<file path="src/rtl/mdu_hilo.sv">
// mdu_hilo: iterative multiply/divide unit owning the architectural HI/LO
// registers. MULT/MULTU use shift-add and DIV/DIVU use restoring division,
// one bit per cycle on operand magnitudes, with sign correction in FIX.
// MTHI/MTLO write HI/LO directly in one cycle.
// Optional macro MDU_FAST_MUL_EN: MULT/MULTU form the full product in a
// single cycle. Divide remains iterative.
module mdu_hilo #(
  parameter int XLEN  = 32,
  parameter int ITERS = XLEN
) (
  input  logic            Clock,
  input  logic            Reset,
  input  logic            Start,
  input  logic [2:0]      Op,
  input  logic [XLEN-1:0] InputData1,
  input  logic [XLEN-1:0] InputData2,
  input  logic            Flush,
  output logic            Busy,
  output logic            Done,
  output logic            DivByZero,
  output logic [XLEN-1:0] Hi,
  output logic [XLEN-1:0] Lo
);

  localparam int CW = $clog2(ITERS + 1);

  localparam logic [2:0] OpMult  = 3'd0;
  localparam logic [2:0] OpMultu = 3'd1;
  localparam logic [2:0] OpDiv   = 3'd2;
  localparam logic [2:0] OpDivu  = 3'd3;
  localparam logic [2:0] OpMthi  = 3'd4;
  localparam logic [2:0] OpMtlo  = 3'd5;

  typedef enum logic [2:0] {
    IDLE = 3'd0,
    MUL  = 3'd1,
    DIV  = 3'd2,
    FIX  = 3'd3,
    DONE = 3'd4
  } state_t;

  state_t          state_q, state_d;
  logic [CW-1:0]   cnt_q, cnt_d;
  logic [XLEN-1:0] accHi_q, accHi_d;
  logic [XLEN-1:0] accLo_q, accLo_d;
  logic [XLEN-1:0] opB_q, opB_d;
  logic            negLo_q, negLo_d;
  logic            negHi_q, negHi_d;
  logic            isDiv_q, isDiv_d;
  logic            dbz_q, dbz_d;
  logic [XLEN-1:0] hi_q, hi_d;
  logic [XLEN-1:0] lo_q, lo_d;

  logic            signedOp;
  logic            signA;
  logic            signB;
  logic [XLEN-1:0] magA;
  logic [XLEN-1:0] magB;

  logic [XLEN:0]     mulSum;
  logic [XLEN:0]     divShift;
  logic [XLEN:0]     divDiff;
  logic [2*XLEN-1:0] mulRes;
  logic [XLEN-1:0]   quotRes;
  logic [XLEN-1:0]   remRes;

`ifdef MDU_FAST_MUL_EN
  logic [2*XLEN-1:0] fastProd;

  // Whole unsigned magnitude product in one cycle; sign fixed up in FIX.
  always_comb begin
    fastProd = {{XLEN{1'b0}}, magA} * {{XLEN{1'b0}}, magB};
  end
`endif

  // Operand magnitudes and signs; only MULT and DIV treat operands as signed.
  always_comb begin
    signedOp = (Op == OpMult) || (Op == OpDiv);
    signA    = signedOp & InputData1[XLEN-1];
    signB    = signedOp & InputData2[XLEN-1];
    magA     = signA ? (-InputData1) : InputData1;
    magB     = signB ? (-InputData2) : InputData2;
  end

  // One iteration step of each algorithm plus the final sign correction.
  always_comb begin
    mulSum   = {1'b0, accHi_q} + {1'b0, (accLo_q[0] ? opB_q : {XLEN{1'b0}})};
    divShift = {accHi_q, accLo_q[XLEN-1]};
    divDiff  = divShift - {1'b0, opB_q};
    mulRes   = negLo_q ? (-{accHi_q, accLo_q}) : {accHi_q, accLo_q};
    quotRes  = negLo_q ? (-accLo_q) : accLo_q;
    remRes   = negHi_q ? (-accHi_q) : accHi_q;
  end

  // Next-state logic: issue from IDLE/DONE, iterate, then correct and commit.
  always_comb begin
    state_d = state_q;
    cnt_d   = cnt_q;
    accHi_d = accHi_q;
    accLo_d = accLo_q;
    opB_d   = opB_q;
    negLo_d = negLo_q;
    negHi_d = negHi_q;
    isDiv_d = isDiv_q;
    dbz_d   = dbz_q;
    hi_d    = hi_q;
    lo_d    = lo_q;

    case (state_q)
      IDLE, DONE: begin
        state_d = IDLE;
        if (Start) begin
          case (Op)
            OpMthi: hi_d = InputData1;
            OpMtlo: lo_d = InputData1;
            OpMult, OpMultu: begin
              opB_d   = magA;
              accHi_d = '0;
              accLo_d = magB;
              negLo_d = signA ^ signB;
              negHi_d = 1'b0;
              isDiv_d = 1'b0;
              dbz_d   = 1'b0;
              cnt_d   = '0;
`ifdef MDU_FAST_MUL_EN
              {accHi_d, accLo_d} = fastProd;
              state_d = FIX;
`else
              state_d = MUL;
`endif
            end
            OpDiv, OpDivu: begin
              opB_d   = magB;
              accHi_d = '0;
              accLo_d = magA;
              negLo_d = signA ^ signB;
              negHi_d = signA;
              isDiv_d = 1'b1;
              dbz_d   = (InputData2 == '0);
              cnt_d   = '0;
              state_d = (InputData2 == '0) ? FIX : DIV;
            end
            default: ;
          endcase
        end
      end
      MUL: begin
        accHi_d = mulSum[XLEN:1];
        accLo_d = {mulSum[0], accLo_q[XLEN-1:1]};
        cnt_d   = cnt_q + CW'(1);
        if (cnt_q == CW'(ITERS - 1)) begin
          state_d = FIX;
        end
      end
      DIV: begin
        if (!divDiff[XLEN]) begin
          accHi_d = divDiff[XLEN-1:0];
          accLo_d = {accLo_q[XLEN-2:0], 1'b1};
        end else begin
          accHi_d = divShift[XLEN-1:0];
          accLo_d = {accLo_q[XLEN-2:0], 1'b0};
        end
        cnt_d = cnt_q + CW'(1);
        if (cnt_q == CW'(ITERS - 1)) begin
          state_d = FIX;
        end
      end
      FIX: begin
        state_d = DONE;
        if (!dbz_q) begin
          if (isDiv_q) begin
            hi_d = remRes;
            lo_d = quotRes;
          end else begin
            hi_d = mulRes[2*XLEN-1:XLEN];
            lo_d = mulRes[XLEN-1:0];
          end
        end
      end
      default: state_d = IDLE;
    endcase

    // A flush kills whatever is in flight or being issued, including MTHI/MTLO.
    if (Flush) begin
      state_d = IDLE;
      hi_d    = hi_q;
      lo_d    = lo_q;
    end
  end

  // State and datapath registers; reset discards any in-flight operation.
  always_ff @(posedge Clock or posedge Reset) begin
    if (Reset) begin
      state_q <= IDLE;
      cnt_q   <= '0;
      accHi_q <= '0;
      accLo_q <= '0;
      opB_q   <= '0;
      negLo_q <= 1'b0;
      negHi_q <= 1'b0;
      isDiv_q <= 1'b0;
      dbz_q   <= 1'b0;
      hi_q    <= '0;
      lo_q    <= '0;
    end else begin
      state_q <= state_d;
      cnt_q   <= cnt_d;
      accHi_q <= accHi_d;
      accLo_q <= accLo_d;
      opB_q   <= opB_d;
      negLo_q <= negLo_d;
      negHi_q <= negHi_d;
      isDiv_q <= isDiv_d;
      dbz_q   <= dbz_d;
      hi_q    <= hi_d;
      lo_q    <= lo_d;
    end
  end

  // Status decode: busy while iterating or fixing up, Done is the DONE state.
  always_comb begin
    Busy      = (state_q == MUL) || (state_q == DIV) || (state_q == FIX);
    Done      = (state_q == DONE);
    DivByZero = (state_q == DONE) && dbz_q;
    Hi        = hi_q;
    Lo        = lo_q;
  end

endmodule

</file>
<file path="config.mk">
export PLATFORM = sky130hd
export DESIGN_NAME = mdu_hilo
export DESIGN_NICKNAME = d
export VERILOG_FILES = /design/src/rtl/mdu_hilo.sv
export SDC_FILE = /design/constraint.sdc
export NUM_CORES = 1
export LEC_CHECK = 0
export CAP_MARGIN = 20
export CORE_MARGIN = 3
export CORE_UTILIZATION = 40
export DETAILED_ROUTE_END_ITERATION = 10
export PLACE_DENSITY_LB_ADDON = 0.2
export SYNTH_ARGS = -nofsm -noshare
export SYNTH_HDL_FRONTEND = slang
export SYNTH_SLANG_ARGS = --single-unit
</file>
<file path="constraint.sdc">
create_clock -name Clock -period 8.85 [get_ports Clock]
set_input_delay 0.885 -clock Clock [delete_from_list [all_inputs] [get_ports Clock]]
set_output_delay 0.885 -clock Clock [all_outputs]
set_load 0.05 [all_outputs]
</file>
Word-level counts from Yosys, hierarchy flattened
Index checks and enable logic that the tools add are counted.
Storage, ports and cells
  register bits: 173
  input bits: 71
  output and inout bits: 67
  logic and storage cells: 100
Cells by class
  $add $sub $neg: 8
  equality and inequality tests: 17
  multiplexer cells: 37
  bitwise logic cells: 4
  reduce and logical (&&, ||, !) cells: 23
Operators by type and width (count)
  2-to-1 mux 32 bit: 17
  case mux 32 bit (2 select lines): 4
  case mux 32 bit (3 select lines): 2
  negator 32 bit: 4
  2-to-1 mux 64 bit: 1
  negator 64 bit: 1
  adder 32 x 32 -> 33 bit: 1
  subtractor 33 x 32 -> 33 bit: 1
  zero test 32 bit: 1
  AND reduction 3 bit: 5
  equality test 3 x 2 -> 1 bit (second input constant): 4
  2-to-1 mux 6 bit: 2
  case mux 6 bit (2 select lines): 1
  AND reduction 5 bit: 2
  equality test 3 bit (second input constant): 3
  case mux 3 bit (3 select lines): 1
  OR reduction 2 bit: 4
  adder 6 x 1 -> 6 bit (second input constant): 1
  equality test 3 x 1 -> 1 bit (second input constant): 2
  equality test 6 x 5 -> 1 bit (second input constant): 1
  zero test 3 bit: 2
  2-to-1 mux 3 bit: 2
  != test 2 bit (second input constant): 3
  != test 3 x 1 -> 1 bit (second input constant): 2
  other kinds (13): 22

Longest topological paths before layout
Gate-level depths: netlist of the first run.
  depth in word-level cells: 7
  gate-level depth with buffers: 14
  depth with buffers taken out: 13

Worst setup path before layout of the first run
No wires, ideal clock.
  kind: input to register
  start: input port InputData2[11]
  end: register opB_q[23]
  setup time: 0.132 ns
  arrival: 3.399 ns
  data required time: 8.718 ns
  setup slack: 5.319 ns
  cell stages on the path: 9
  buffers on the path: 0
  cells stage by stage: or4_1 or4b_1 or3_1 or4_1 o41ai_2 xor2_1 o22ai_1 nand2_1 o21ai_0
On the way
  cells in the longest elaborated chain, start to end: 3
RTL lines
  start: declaration: RTL line 16  | input logic [XLEN-1:0] InputData2,
  negator 32 bit: RTL line 82  | magB = signB ? (-InputData2) : InputData2;
  2-to-1 mux 32 bit: RTL line 82
  case mux 32 bit (2 select lines): RTL line 113  | case (Op)
  end signal: assignment: RTL line 210  | opB_q <= opB_d;
  end: declaration: RTL line 46  | logic [XLEN-1:0] opB_q, opB_d;
No other way between the ends.
A chain may end at the register's enable or synchronous reset.

Worst setup path in the final report of the first run
  start: register accLo_q[0]
  end: register accHi_q[27]
On the way
  cells in the longest elaborated chain, start to end: 3
RTL lines
  start: declaration: RTL line 45  | logic [XLEN-1:0] accLo_q, accLo_d;
  start signal: assignment: RTL line 209  | accLo_q <= accLo_d;
  2-to-1 mux 32 bit: RTL line 87  | mulSum = {1'b0, accHi_q} + {1'b0, (accLo_q[0] ? opB_q : {XLEN{1'b0}})};
  adder 32 x 32 -> 33 bit: RTL line 87
  case mux 32 bit (3 select lines): RTL line 109  | case (state_q)
  end signal: assignment: RTL line 208  | accHi_q <= accHi_d;
  end: declaration: RTL line 44  | logic [XLEN-1:0] accHi_q, accHi_d;
No other way between the ends.

==> out/summary.log, run 1 <==
[synthesis] count of different cell masters after synthesis 84
[critical_path] Reg-to-Reg End accHi_q[27]$_DFFE_PP0P_
[route] amount of wire on met3 after detailed routing 4895 um
[synthesis] sequential element share of the synthesized area 0.2940
[timing] slew at the pin closest to its max-slew limit 1.153 ns
[timing] Period minus WS final 4.319 ns
[route] post-detailed-routing wire length 57,330 um
[synthesis] EDFF count, synth 0
[placed_design] estimated wirelength of the detail-placed design 44,140 um
[timing] Setup Skew 0.01553 ns
[timing] hold slack final 0.4773 ns
[timing] Final setup viols 0
[critical_path] length in cells of the worst reg-to-reg path 13
[global_route] wire length of the first global-routing pass 86,640 um
[floorplanning] Horiz. Die Dim 197.9 um
[synthesis] synth warn 0
[synthesis] proportion of register bits with asynchronous set or reset after synthesis 1.000
[route] number of remaining DRC errors 0
[timing] maximum frequency from static timing analysis 231.5 MHz
[timing] Total Neg Setup Slack 0 ns
[layout] Layout Area Growth over Synthesis 15.17%
[power] Worst IR Drop VDD 0.3546 mV
[job] max-cap check violation count 0
[cts] total number of H-tree levels 4
[global_route] pin count of the biggest net entering global routing 70
[critical_path] Worst setup EP type flip-flop
[power] areal power density over the cells 446.3 nW/um2
[synthesis] top_reg_cell synth sky130_fd_sc_hd__dfrtp_1
[timing] Max Transition Viols Final 0
[synthesis] Post-Synthesis Cells 1,858
[layout] Post-Layout Cell Count 2,394
[layout] fraction of final layout cells sized beyond drive strength 1 0.04708
[synthesis] Post-Synthesis Cell Area 14,730 um2
[route] DR vias 14,952
[power] static power due to leakage 0.006963 uW
[synthesis] share of Yosys cell area claimed by the top area cell type 0.2940
[synthesis] largest cells by area after synthesis sky130_fd_sc_hd__dfrtp_1 29%, sky130_fd_sc_hd__ha_1 5.9%, sky130_fd_sc_hd__xor2_1 5.7%
[route] detail-routed via count per cell 6.246
[route] uppermost layer routed met5
[cts] clock slew at reported path FFs 0.07 ns
[cts] clk sink count 173
[route] number of detailed-routing iterations run before antenna repair 8
[critical_path] worst setup slack for register-to-register paths 4.53 ns
[layout] Final #Nets 2,064
[synthesis] Post-Synthesis Mean Instance Area 7.926 um2
[critical_path] Setup CP Type reg2reg
[placed_design] Port Buffer Count 137
[synthesis] Synth Net Count 2,000
[global_route] number of antenna violations at the first check in global routing 1
[floorplanning] height of the die 197.9 um
[cts] number of CTS-inserted buffers 17
[placed_design] RD Place Congestion 0.9161
[layout] final design area excluding fillers 16,960 um2
[cts] total setup buffers inserted after CTS 0
[critical_path] Worst Path Arrival 4.66 ns
[critical_path] CP Launch Point accLo_q[0]$_DFFE_PP0P_
[critical_path] largest fanout of any net on the critical path 20
[route] post-detailed-route count of antenna-violating nets 0
[global_route] Total GRT Usage 0.2890
[synthesis] largest area contributor in the netlist sky130_fd_sc_hd__dfrtp_1
[critical_path] Crit path required time 9.19 ns
[timing] setup repair after global routing missed its margin false
[critical_path] origin of the critical flop-to-flop path accLo_q[0]$_DFFE_PP0P_
[global_route] leftover overflow at the end of global routing 0
[floorplanning] core footprint 35,910 um2
[cts] CTS tree done
[cts] master cell of the clock root buffer sky130_fd_sc_hd__clkbuf_16
[floorplanning] number of top-level pins 138
[layout] n_diodes 0
[timing] ratio of final minimum period to clock period 0.4880
[synthesis] top cells by count, synth 207 x sky130_fd_sc_hd__nand2_1, 207 x sky130_fd_sc_hd__nor2_1, 173 x sky130_fd_sc_hd__dfrtp_1
[timing] Hold Vio Cnt, Final 0
[floorplanning] starting density of the core 0.4100
[floorplanning] full die area 39,150 um2
[route] wire length per cell 23.95 um
[cts] cts repair resizes 0
[placed_design] placed cell count 2,364
[timing] remaining max-slew budget at the tightest pin 0.2256
[cts] buffers from clock root to sink, at most 2
[outcome] run status completed
[cts] clk_lat worst skew 0.46 ns
[synthesis] Synth Register Bits 173
[worst_hold_path] class of the tightest hold or removal check reg2reg
[global_route] vias in the first global route 14,307
[route] First DRT Iteration DRCs 1,446
[layout] share of the core filled with cells in the final layout 0.4722
[route] met2 wire length 25,370 um
[critical_path] Critical Path Sink accHi_q[27]$_DFFE_PP0P_
[route] post-route met1 wirelength 25,020 um
[floorplanning] row count 69
[placed_design] instance area after placement 16,370 um2
[cts] number of buffers added to fix hold violations after cts 0
[critical_path] startpoint kind of the worst setup timing path flip-flop
-- kinds of logic after synthesis --
group | count (synthesis) | share of synthesized area
compound gates | 624 | 0.2771
xor+xnor | 170 | 0.1011
fa+ha+maj | 71 | 0.06134
buf+inv | 169 | 0.05021
flops | 173 | 0.2940
mux | 24 | 0.01640
simple gates | 627 | 0.1999
-- sequential cells by signal (all words and copies together), names as in the netlist --
signal / flops
cnt_q: 6
Lo: 32
state_q: 3
opB_q: 32
negHi_q: 1
Hi: 32
negLo_q: 1
dbz_q: 1
accLo_q: 32
accHi_q: 32
isDiv_q: 1
-- final cells by class --
class	instances	area, um2
Clock buffer	18	429.2
Clock inverter	12	162.7
Fill cell	3593	18950
Inverter	54	207.7
Multi-Input combinational cell	1516	9711
Sequential cell	173	4329
Tap cell	461	576.8
Timing Repair Buffer	160	1544
-- per-stage QoR --
step,setup slack [ns],power (uW)
CTS,4.573,7517
finish,4.531,7569
global route,4.188,8131
global placement,4.529,6656
floorplan,3.277,5253
detailed placement,4.529,6704
-- layout by cell type, fill, tap and decap left out, types with 49 or more instances in the layout --
cell type / instances
sky130_fd_sc_hd__nand2_1: 206
sky130_fd_sc_hd__nor2_1: 205
sky130_fd_sc_hd__dfrtp_1: 173
sky130_fd_sc_hd__a21oi_1: 148
sky130_fd_sc_hd__o21ai_0: 148
sky130_fd_sc_hd__clkdlybuf4s50_1: 137
sky130_fd_sc_hd__xor2_1: 96
sky130_fd_sc_hd__xnor2_1: 74
sky130_fd_sc_hd__ha_1: 69
sky130_fd_sc_hd__inv_1: 53
sky130_fd_sc_hd__o31ai_1: 49
-- worst min path at each step --
stage                          startpoint                    end  cells past startpoint
floorplan           opB_q[10]$_DFFE_PP0P_  opB_q[10]$_DFFE_PP0P_                      2
global placement        Hi[0]$_DFFE_PP0P_      Hi[0]$_DFFE_PP0P_                      2
detailed placement     Lo[18]$_DFFE_PP0P_     Lo[18]$_DFFE_PP0P_                      2
CTS                    Lo[18]$_DFFE_PP0P_     Lo[18]$_DFFE_PP0P_                      2
global route           Lo[26]$_DFFE_PP0P_     Lo[26]$_DFFE_PP0P_                      1
finish                  Hi[6]$_DFFE_PP0P_      Hi[6]$_DFFE_PP0P_                      2
-- where the power goes --
| part | switching (uW) | internal, uW | total, uW |
|---|---|---|---|
| combinational | 3130 | 1910 | 5040 |
| clock | 356 | 444 | 800 |
| sequential | 560 | 1170 | 1730 |
| total | 4050 | 3520 | 7570 |
-- layer usage --
metal,vias up,track usage
met5,-,0
met3,100,0.05802
met2,656,0.4545
met4,2,0.09987
met1,7258,0.3975
li1,6936,-
-- critical path: stages (launching register included) --
cell                       delay (ns)
sky130_fd_sc_hd__dfrtp_1         0.44
sky130_fd_sc_hd__inv_1           0.38
sky130_fd_sc_hd__buf_4           0.36
sky130_fd_sc_hd__nor2_1          0.09
sky130_fd_sc_hd__ha_1            0.33
sky130_fd_sc_hd__o211ai_1        0.24
sky130_fd_sc_hd__a21o_1          0.16
sky130_fd_sc_hd__a211oi_1        0.11
sky130_fd_sc_hd__o311ai_0        0.67
sky130_fd_sc_hd__a21oi_1         0.14
sky130_fd_sc_hd__a311oi_1        0.58
sky130_fd_sc_hd__o21ai_0         0.22
sky130_fd_sc_hd__xor2_1          0.17
sky130_fd_sc_hd__a221o_1         0.29
No activity file was read; power rests on OpenSTA's default activity.
==> run 2, diff against run 1 <==
==> constraint.sdc (replaced) <==
create_clock -name Clock -period 4.4 [get_ports Clock]
set_input_delay 0.44 -clock Clock [delete_from_list [all_inputs] [get_ports Clock]]
set_output_delay 0.44 -clock Clock [all_outputs]
set_load 0.05 [all_outputs]
==> run 2 against run 1 <==
Global-route usage grew 0.51 points. Worst setup slack lost 4.0 ns. Cell area is 1.6% higher. Maximum frequency grew 11%. Routed wire length increased by 2.1%. Register-to-register slack worse by 4.0 ns. Die area unchanged. Combinational power is 110% higher. Sequential share of layout area down 0.40 points. First-iteration DRC count rose by 9.3%. Critical path type unchanged. Critical endpoint is now accHi_q[28]$_DFFE_PP0P_. Largest cell class unchanged. Largest power group unchanged.
==> out/summary.log, run 2 (synthesis gave the netlist of run 1 again) <==
[placed_design] placed cell count 2,393 [was 2,364]
[critical_path] length in cells of the worst reg-to-reg path 13 [unchanged]
[layout] fraction of final layout cells sized beyond drive strength 1 0.06310 [was 0.04708]
[global_route] leftover overflow at the end of global routing 0 [unchanged]
[cts] master cell of the clock root buffer sky130_fd_sc_hd__clkbuf_16 [unchanged]
[floorplanning] starting density of the core 0.4100 [unchanged]
[layout] Post-Layout Cell Count 2,427 [was 2,394]
[route] First DRT Iteration DRCs 1,580 [was 1,446]
[route] detail-routed via count per cell 6.275 [was 6.246]
[cts] clk_lat worst skew 0.45 ns [was 0.46 ns]
[critical_path] startpoint kind of the worst setup timing path flip-flop [unchanged]
[timing] Total Neg Setup Slack 0 ns [unchanged]
[layout] fill cell instance count of the final layout 3,573 [was 3,593]
[critical_path] Reg-to-Reg End accHi_q[28]$_DFFE_PP0P_ [was accHi_q[27]$_DFFE_PP0P_]
[floorplanning] row count 69 [unchanged]
[timing] remaining max-slew budget at the tightest pin 0.2654 [was 0.2256]
[critical_path] Top cell by count, worst path sky130_fd_sc_hd__a21oi_1
[outcome] run status completed [unchanged]
[critical_path] Crit path required time 4.70 ns [was 9.19 ns]
[critical_path] crit path max-delay cell type sky130_fd_sc_hd__nor3_1 [was sky130_fd_sc_hd__o311ai_0]
[floorplanning] height of the die 197.9 um [unchanged]
[timing] Max Transition Viols Final 0 [unchanged]
[floorplanning] number of top-level pins 138 [unchanged]
[critical_path] Worst setup EP type flip-flop [unchanged]
[layout] most common cell after layout, fill and taps aside sky130_fd_sc_hd__nand2_1 [unchanged]
[critical_path] peak per-stage delay on the critical path 0.55 ns [was 0.67 ns]
[route] wire length per cell 24.12 um [was 23.95 um]
[floorplanning] Horiz. Die Dim 197.9 um [unchanged]
[critical_path] stages on the worst setup path 13 [unchanged]
[route] post-detailed-routing wire length 58,530 um [was 57,330 um]
[layout] leading cell types in the layout, fill and taps excluded 206 x sky130_fd_sc_hd__nand2_1, 205 x sky130_fd_sc_hd__nor2_1, 173 x sky130_fd_sc_hd__dfrtp_1 [unchanged]
[critical_path] worst setup slack for register-to-register paths 0.51 ns [was 4.53 ns]
[cts] number of CTS-inserted buffers 17 [unchanged]
[power] static power due to leakage 0.007131 uW [was 0.006963 uW]
[timing] Setup Skew 0.01306 ns [was 0.01553 ns]
[cts] clk sink count 173 [unchanged]
[critical_path] kind of cell with the highest combined delay on the critical path compound AO/OA/AOI/OAI gates [unchanged]
[route] number of detailed-routing iterations run before antenna repair 6 [was 8]
[cts] total setup buffers inserted after CTS 0 [unchanged]
[placed_design] setup slack at placement 0.5298 ns [was 4.529 ns]
[power] post-layout total power 15,640 uW [was 7569 uW]
[global_route] pin count of the biggest net entering global routing 90 [was 70]
[layout] Final #Nets 2,094 [was 2,064]
[cts] CTS tree done [unchanged]
[timing] slew at the pin closest to its max-slew limit 1.099 ns [was 1.153 ns]
[timing] Period minus WS final 3.892 ns [was 4.319 ns]
[critical_path] Worst Path Arrival 4.19 ns [was 4.66 ns]
[critical_path] Critical Path Sink accHi_q[28]$_DFFE_PP0P_ [was accHi_q[27]$_DFFE_PP0P_]
[route] DR vias 15,230 [was 14,952]
[global_route] Total GRT Usage 0.2941 [was 0.2890]
[timing] Final setup viols 0 [unchanged]
[critical_path] largest fanout of any net on the critical path 13 [was 20]
[placed_design] RD Place Congestion 0.9953 [was 0.9161]
[timing] maximum frequency from static timing analysis 256.9 MHz [was 231.5 MHz]
[global_route] wire length of the first global-routing pass 87,800 um [was 86,640 um]
[critical_path] count of buffer and inverter cells on the critical path 2 [unchanged]
[critical_path] origin of the critical flop-to-flop path accLo_q[0]$_DFFE_PP0P_ [unchanged]
[critical_path] Setup CP Type reg2reg [unchanged]
[placed_design] estimated wirelength of the detail-placed design 44,840 um [was 44,140 um]
[timing] Hold Vio Cnt, Final 0 [unchanged]
[placed_design] Port Buffer Count 137 [unchanged]
[timing] fin worst setup slack 0.5075 ns [was 4.531 ns]
[power] Worst IR Drop VDD 0.8842 mV [was 0.3546 mV]
[critical_path] CP Launch Point accLo_q[0]$_DFFE_PP0P_ [unchanged]
[critical_path] cell breakdown of the critical path inv_1, buf_4, nor2_1, ha_1, a21oi_1, nand2_1, a221o_1, o21ai_0, a21oi_1, nor3_1, o31ai_1, xnor2_1, o221ai_1 [was inv_1, buf_4, nor2_1, ha_1, o211ai_1, a21o_1, a211oi_1, o311ai_0, a21oi_1, a311oi_1, o21ai_0, xor2_1, a221o_1]
[timing] hold slack final 0.4710 ns [was 0.4773 ns]
[route] number of remaining DRC errors 0 [unchanged]
[cts] total number of H-tree levels 4 [unchanged]
[cts] buffers from clock root to sink, at most 2 [unchanged]
[cts] number of buffers added to fix hold violations after cts 0 [unchanged]
[global_route] vias in the first global route 14,212 [was 14,307]
[timing] ratio of final minimum period to clock period 0.8847 [was 0.4880]
[timing] setup repair after global routing missed its margin false [unchanged]
[cts] cts repair resizes 0 [unchanged]
[cts] clock slew at reported path FFs 0.08 ns [was 0.07 ns]
[route] post-detailed-route count of antenna-violating nets 0 [unchanged]
[power] areal power density over the cells 908.0 nW/um2 [was 446.3 nW/um2]
[floorplanning] core footprint 35,910 um2 [unchanged]
[floorplanning] full die area 39,150 um2 [unchanged]
[layout] Layout Area Growth over Synthesis 17.00% [was 15.17%]
[global_route] number of antenna violations at the first check in global routing 1 [unchanged]
[job] max-cap check violation count 0 [unchanged]
[worst_hold_path] class of the tightest hold or removal check in2async [was reg2reg]
## run 2: cell types whose count changed in the layout (fill, tap and decap cells not counted), moves of 2 or more
| cell | previous run | this run |
|---|---|---|
| sky130_fd_sc_hd__clkinv_4 | 3 | 1 |
| sky130_fd_sc_hd__inv_8 | 0 | 3 |
| sky130_fd_sc_hd__bufinv_16 | 3 | 1 |
| sky130_fd_sc_hd__clkinv_2 | 1 | 4 |
| sky130_fd_sc_hd__buf_4 | 23 | 48 |
| sky130_fd_sc_hd__buf_12 | 0 | 5 |
## run 2: worst min-delay path: cells and delay by family
kind	cells	cell delay, ns
buf+inv	3	0.91
## run 2: area by class of cell
| class | count | area (um2) | share of cell area |
|---|---|---|---|
| diodes | 1 | 2.502 | 0.0001452 |
| clock buffers | 18 | 439.2 | 0.02549 |
| clock inverters | 14 | 133.9 | 0.007770 |
| inverters | 54 | 206.4 | 0.01198 |
| multi-input cells | 1516 | 9711 | 0.5636 |
| flip-flops and latches | 173 | 4329 | 0.2513 |
| well taps | 461 | 576.8 | 0.03348 |
| repair buffers | 190 | 1832 | 0.1063 |
## run 2: where the power goes
part,leakage (uW),total [uW],switching (uW),internal [uW]
Sequential,0.00211,3330,983,2350
Combinational,0.00473,10800,6730,4030
Clock,0.000283,1550,743,809
Total,0.00713,15600,8450,7190
## run 2: worst min path at each step
stage,endpoint
6_report,accHi_q[7]$_DFFE_PP0P_
5_1_grt,Lo[8]$_DFFE_PP0P_
4_1_cts,Lo[8]$_DFFE_PP0P_
3_5_place_dp,Lo[8]$_DFFE_PP0P_
3_3_place_gp,Hi[24]$_DFFE_PP0P_
2_1_floorplan,opB_q[10]$_DFFE_PP0P_
## run 2: through the flow
step | util | cell area [um2]
final | 0.4798 | 17230
after floorplan | - | 14730
after global placement | 0.4632 | 16630
after global routing | 0.4797 | 17230
after detailed placement | 0.4632 | 16630
after CTS | 0.4791 | 17210
## run 2: layer usage
metal  vias to the layer above  track usage  wire length, um
li1                       6999            -                -
met1                      7347       0.4203            25840
met2                       788       0.4431            25200
met3                        96      0.05717             5508
met4                         0       0.1062             1984
met5                         -            0                0
==> run 3, diff against run 2 <==
--- a/config.mk
+++ b/config.mk
@@ -9,6 +9,7 @@
 export CORE_MARGIN = 3
 export CORE_UTILIZATION = 40
 export DETAILED_ROUTE_END_ITERATION = 10
+export GPL_TIMING_DRIVEN = 0
 export PLACE_DENSITY_LB_ADDON = 0.2
 export SYNTH_ARGS = -nofsm -noshare
 export SYNTH_HDL_FRONTEND = slang
==> run 3 against run 2 <==
First-iteration DRC count increased by 24%. Largest cell class unchanged. Cell area increased by 1.0%. Flip-flop and latch count unchanged. Clock power increased by 4%. Critical path type unchanged. Non-clock buffer count increased by 68. Critical endpoint unchanged. Count of clock-buffer cells in the layout increased by 5.
==> out/summary.log, run 3 (synthesis gave the netlist of run 1 again) <==
[critical_path] Worst Path Arrival 4.52 ns [was 4.19 ns]
[placed_design] Port Buffer Count 137 [unchanged]
[power] areal power density over the cells 915.6 nW/um2 [was 908.0 nW/um2]
[critical_path] Worst setup EP type flip-flop [unchanged]
[floorplanning] core footprint 35,910 um2 [unchanged]
[critical_path] count of buffer and inverter cells on the critical path 2 [unchanged]
[timing] maximum frequency from static timing analysis 237.9 MHz [was 256.9 MHz]
[placed_design] instance area after placement 16,770 um2 [was 16,630 um2]
[placed_design] estimated wirelength of the detail-placed design 51,570 um [was 44,840 um]
[layout] Layout Area Growth over Synthesis 18.18% [was 17.00%]
[cts] CTS tree done [unchanged]
[timing] hold slack final 0.4029 ns [was 0.4710 ns]
[floorplanning] starting density of the core 0.4100 [unchanged]
[timing] Period minus WS final 4.204 ns [was 3.892 ns]
[route] number of detailed-routing iterations run before antenna repair 7 [was 6]
[power] switching portion of total power 0.5467 [was 0.5403]
[timing] Max Transition Viols Final 0 [unchanged]
[floorplanning] number of top-level pins 138 [unchanged]
[placed_design] RD Place Congestion 1.038 [was 0.9953]
[power] post-layout total power 15,930 uW [was 15,640 uW]
[critical_path] crit path max-delay cell type sky130_fd_sc_hd__dfrtp_1 [was sky130_fd_sc_hd__nor3_1]
[cts] clk sink count 173 [unchanged]
[worst_hold_path] class of the tightest hold or removal check in2async [unchanged]
[global_route] Total GRT Usage 0.3222 [was 0.2941]
[layout] fraction of final layout cells sized beyond drive strength 1 0.04427 [was 0.06310]
[timing] Final setup viols 0 [unchanged]
[power] Comb pwr share 0.690 [was 0.688]
[critical_path] Setup CP Type reg2reg [unchanged]
[timing] remaining max-slew budget at the tightest pin 0.2194 [was 0.2654]
[global_route] number of antenna violations at the first check in global routing 2 [was 1]
[critical_path] startpoint kind of the worst setup timing path flip-flop [unchanged]
[timing] slew at the pin closest to its max-slew limit 1.167 ns [was 1.099 ns]
[critical_path] worst setup slack for register-to-register paths 0.20 ns [was 0.51 ns]
[job] max-cap check violation count 0 [unchanged]
[global_route] wire length of the first global-routing pass 94,430 um [was 87,800 um]
[cts] number of CTS-inserted buffers 17 [unchanged]
[cts] master cell of the clock root buffer sky130_fd_sc_hd__clkbuf_16 [unchanged]
[layout] final design area excluding fillers 17,400 um2 [was 17,230 um2]
[layout] leading cell types in the layout, fill and taps excluded 207 x sky130_fd_sc_hd__nand2_1, 207 x sky130_fd_sc_hd__nor2_1, 173 x sky130_fd_sc_hd__dfrtp_1 [was 206 x sky130_fd_sc_hd__nand2_1, 205 x sky130_fd_sc_hd__nor2_1, 173 x sky130_fd_sc_hd__dfrtp_1]
[floorplanning] height of the die 197.9 um [unchanged]
[critical_path] length in cells of the worst reg-to-reg path 12 [was 13]
[timing] Total Neg Setup Slack 0 ns [unchanged]
[critical_path] largest fanout of any net on the critical path 10 [was 13]
[placed_design] setup slack at placement -0.4273 ns [was 0.5298 ns]
[outcome] run status completed [unchanged]
[critical_path] cell breakdown of the critical path inv_1, clkbuf_1, nor2_1, ha_1, o211ai_1, a21oi_1, o21ai_0, a21oi_1, nor3_1, o31ai_1, xnor2_1, o221ai_1 [was inv_1, buf_4, nor2_1, ha_1, a21oi_1, nand2_1, a221o_1, o21ai_0, a21oi_1, nor3_1, o31ai_1, xnor2_1, o221ai_1]
[route] detail-routed via count per cell 6.338 [was 6.275]
[route] post-detailed-routing wire length 64,040 um [was 58,530 um]
[global_route] vias in the first global route 14,749 [was 14,212]
[route] DR vias 15,826 [was 15,230]
[route] post-detailed-route count of antenna-violating nets 0 [unchanged]
[floorplanning] full die area 39,150 um2 [unchanged]
[cts] clock slew at reported path FFs 0.07 ns [was 0.08 ns]
[timing] Hold Vio Cnt, Final 0 [unchanged]
[floorplanning] row count 69 [unchanged]
[critical_path] Reg-to-Reg End accHi_q[28]$_DFFE_PP0P_ [unchanged]
[route] number of remaining DRC errors 0 [unchanged]
[timing] ratio of final minimum period to clock period 0.9555 [was 0.8847]
[timing] fin worst setup slack 0.1959 ns [was 0.5075 ns]
[route] First DRT Iteration DRCs 1,954 [was 1,580]
[cts] buffers from clock root to sink, at most 2 [unchanged]
[power] sequential share of power 0.209 [was 0.213]
[critical_path] Crit path required time 4.71 ns [was 4.70 ns]
[timing] setup repair after global routing missed its margin false [unchanged]
[power] Worst IR Drop VDD 0.3321 mV [was 0.8842 mV]
[power] power dissipated by switching net loads 8711 uW [was 8452 uW]
[floorplanning] Horiz. Die Dim 197.9 um [unchanged]
[power] total internal power 7224 uW [was 7192 uW]
[critical_path] peak per-stage delay on the critical path 0.55 ns [about the same]
[power] static power due to leakage 0.007105 uW [was 0.007131 uW]
[critical_path] kind of cell with the highest combined delay on the critical path compound AO/OA/AOI/OAI gates [unchanged]
[critical_path] origin of the critical flop-to-flop path accLo_q[0]$_DFFE_PP0P_ [unchanged]
[global_route] leftover overflow at the end of global routing 0 [unchanged]
[timing] Setup Skew 0.01271 ns [was 0.01306 ns]
[route] wire length per cell 25.65 um [was 24.12 um]
[power] Clk network pwr share 0.101 [was 0.099]
[cts] clk_lat worst skew 0.47 ns [was 0.45 ns]
[layout] fill cell instance count of the final layout 3,595 [was 3,573]
[layout] Final #Nets 2,162 [was 2,094]
[global_route] pin count of the biggest net entering global routing 43 [was 90]
[critical_path] Top cell by count, worst path sky130_fd_sc_hd__a21oi_1 [unchanged]
[cts] total number of H-tree levels 4 [unchanged]
[run 3: how the worst max path moves through the flow]
stage                                        from                      end  slack [ns]  cells after the start
final                      accLo_q[0]$_DFFE_PP0P_  accHi_q[28]$_DFFE_PP0P_        0.20                     12
after global routing      accLo_q[31]$_DFFE_PP0P_  accHi_q[23]$_DFFE_PP0P_        0.02                     14
after CTS                  accLo_q[0]$_DFFE_PP0P_  accHi_q[27]$_DFFE_PP0P_        0.03                     13
after detailed placement  accLo_q[31]$_DFFE_PP0P_  accHi_q[31]$_DFFE_PP0P_       -0.43                     14
after global placement    accLo_q[31]$_DFFE_PP0P_  accHi_q[31]$_DFFE_PP0P_       -0.37                     14
after floorplan            accLo_q[0]$_DFFE_PP0P_  accHi_q[27]$_DFFE_PP0P_        0.95                     13
[run 3: layout make-up]
| cell class | count | area [um2] | area share |
|---|---|---|---|
| antenna | 3 | 7.507 | 0.0004313 |
| timing repair buffer | 143 | 1464 | 0.08411 |
| tap | 461 | 576.8 | 0.03314 |
| sequential | 173 | 4329 | 0.2487 |
| inverter | 54 | 206.4 | 0.01186 |
| buffer | 115 | 546.8 | 0.03142 |
| clock buffer | 23 | 488.0 | 0.02804 |
| multi-input combinational | 1516 | 9677 | 0.5560 |
| clock inverter | 9 | 108.9 | 0.006254 |
[run 3: power groups by stage]
stage | clock [uW] | sequential (uW) | combinational (uW)
floorplan | 0 | 3850 | 6720
global placement | 0 | 3280 | 10700
detailed placement | 0 | 3310 | 10800
CTS | 1610 | 3270 | 10800
global route | 1670 | 3400 | 11900
finish | 1610 | 3330 | 11000
[run 3: routing by layer]
metal / wire length (um) / part of all wire / global-route usage / vias up
li1: - / - / - / 7148
met1: 27820 / 0.43 / 0.4606 / 7610
met2: 27630 / 0.43 / 0.4923 / 930
met3: 6134 / 0.096 / 0.05275 / 138
met4: 2450 / 0.038 / 0.1164 / 0
met5: 0 / 0 / 0 / -
[run 3: metrics by stage]
stage / instances / utilization
floorplan: 1858 / -
global placement: 2456 / 0.4644
detailed placement: 2461 / 0.4668
CTS: 2493 / 0.4838
global route: 2495 / 0.4845
finish: 2497 / 0.4846
[run 3: what timing repair did]
item,in CTS,in global routing
buffers inserted,0,0
gates resized for setup,5,9
hold buffers,0,0
cloned,0,0
pin swaps,0,0
setup endpoints to repair,28,9
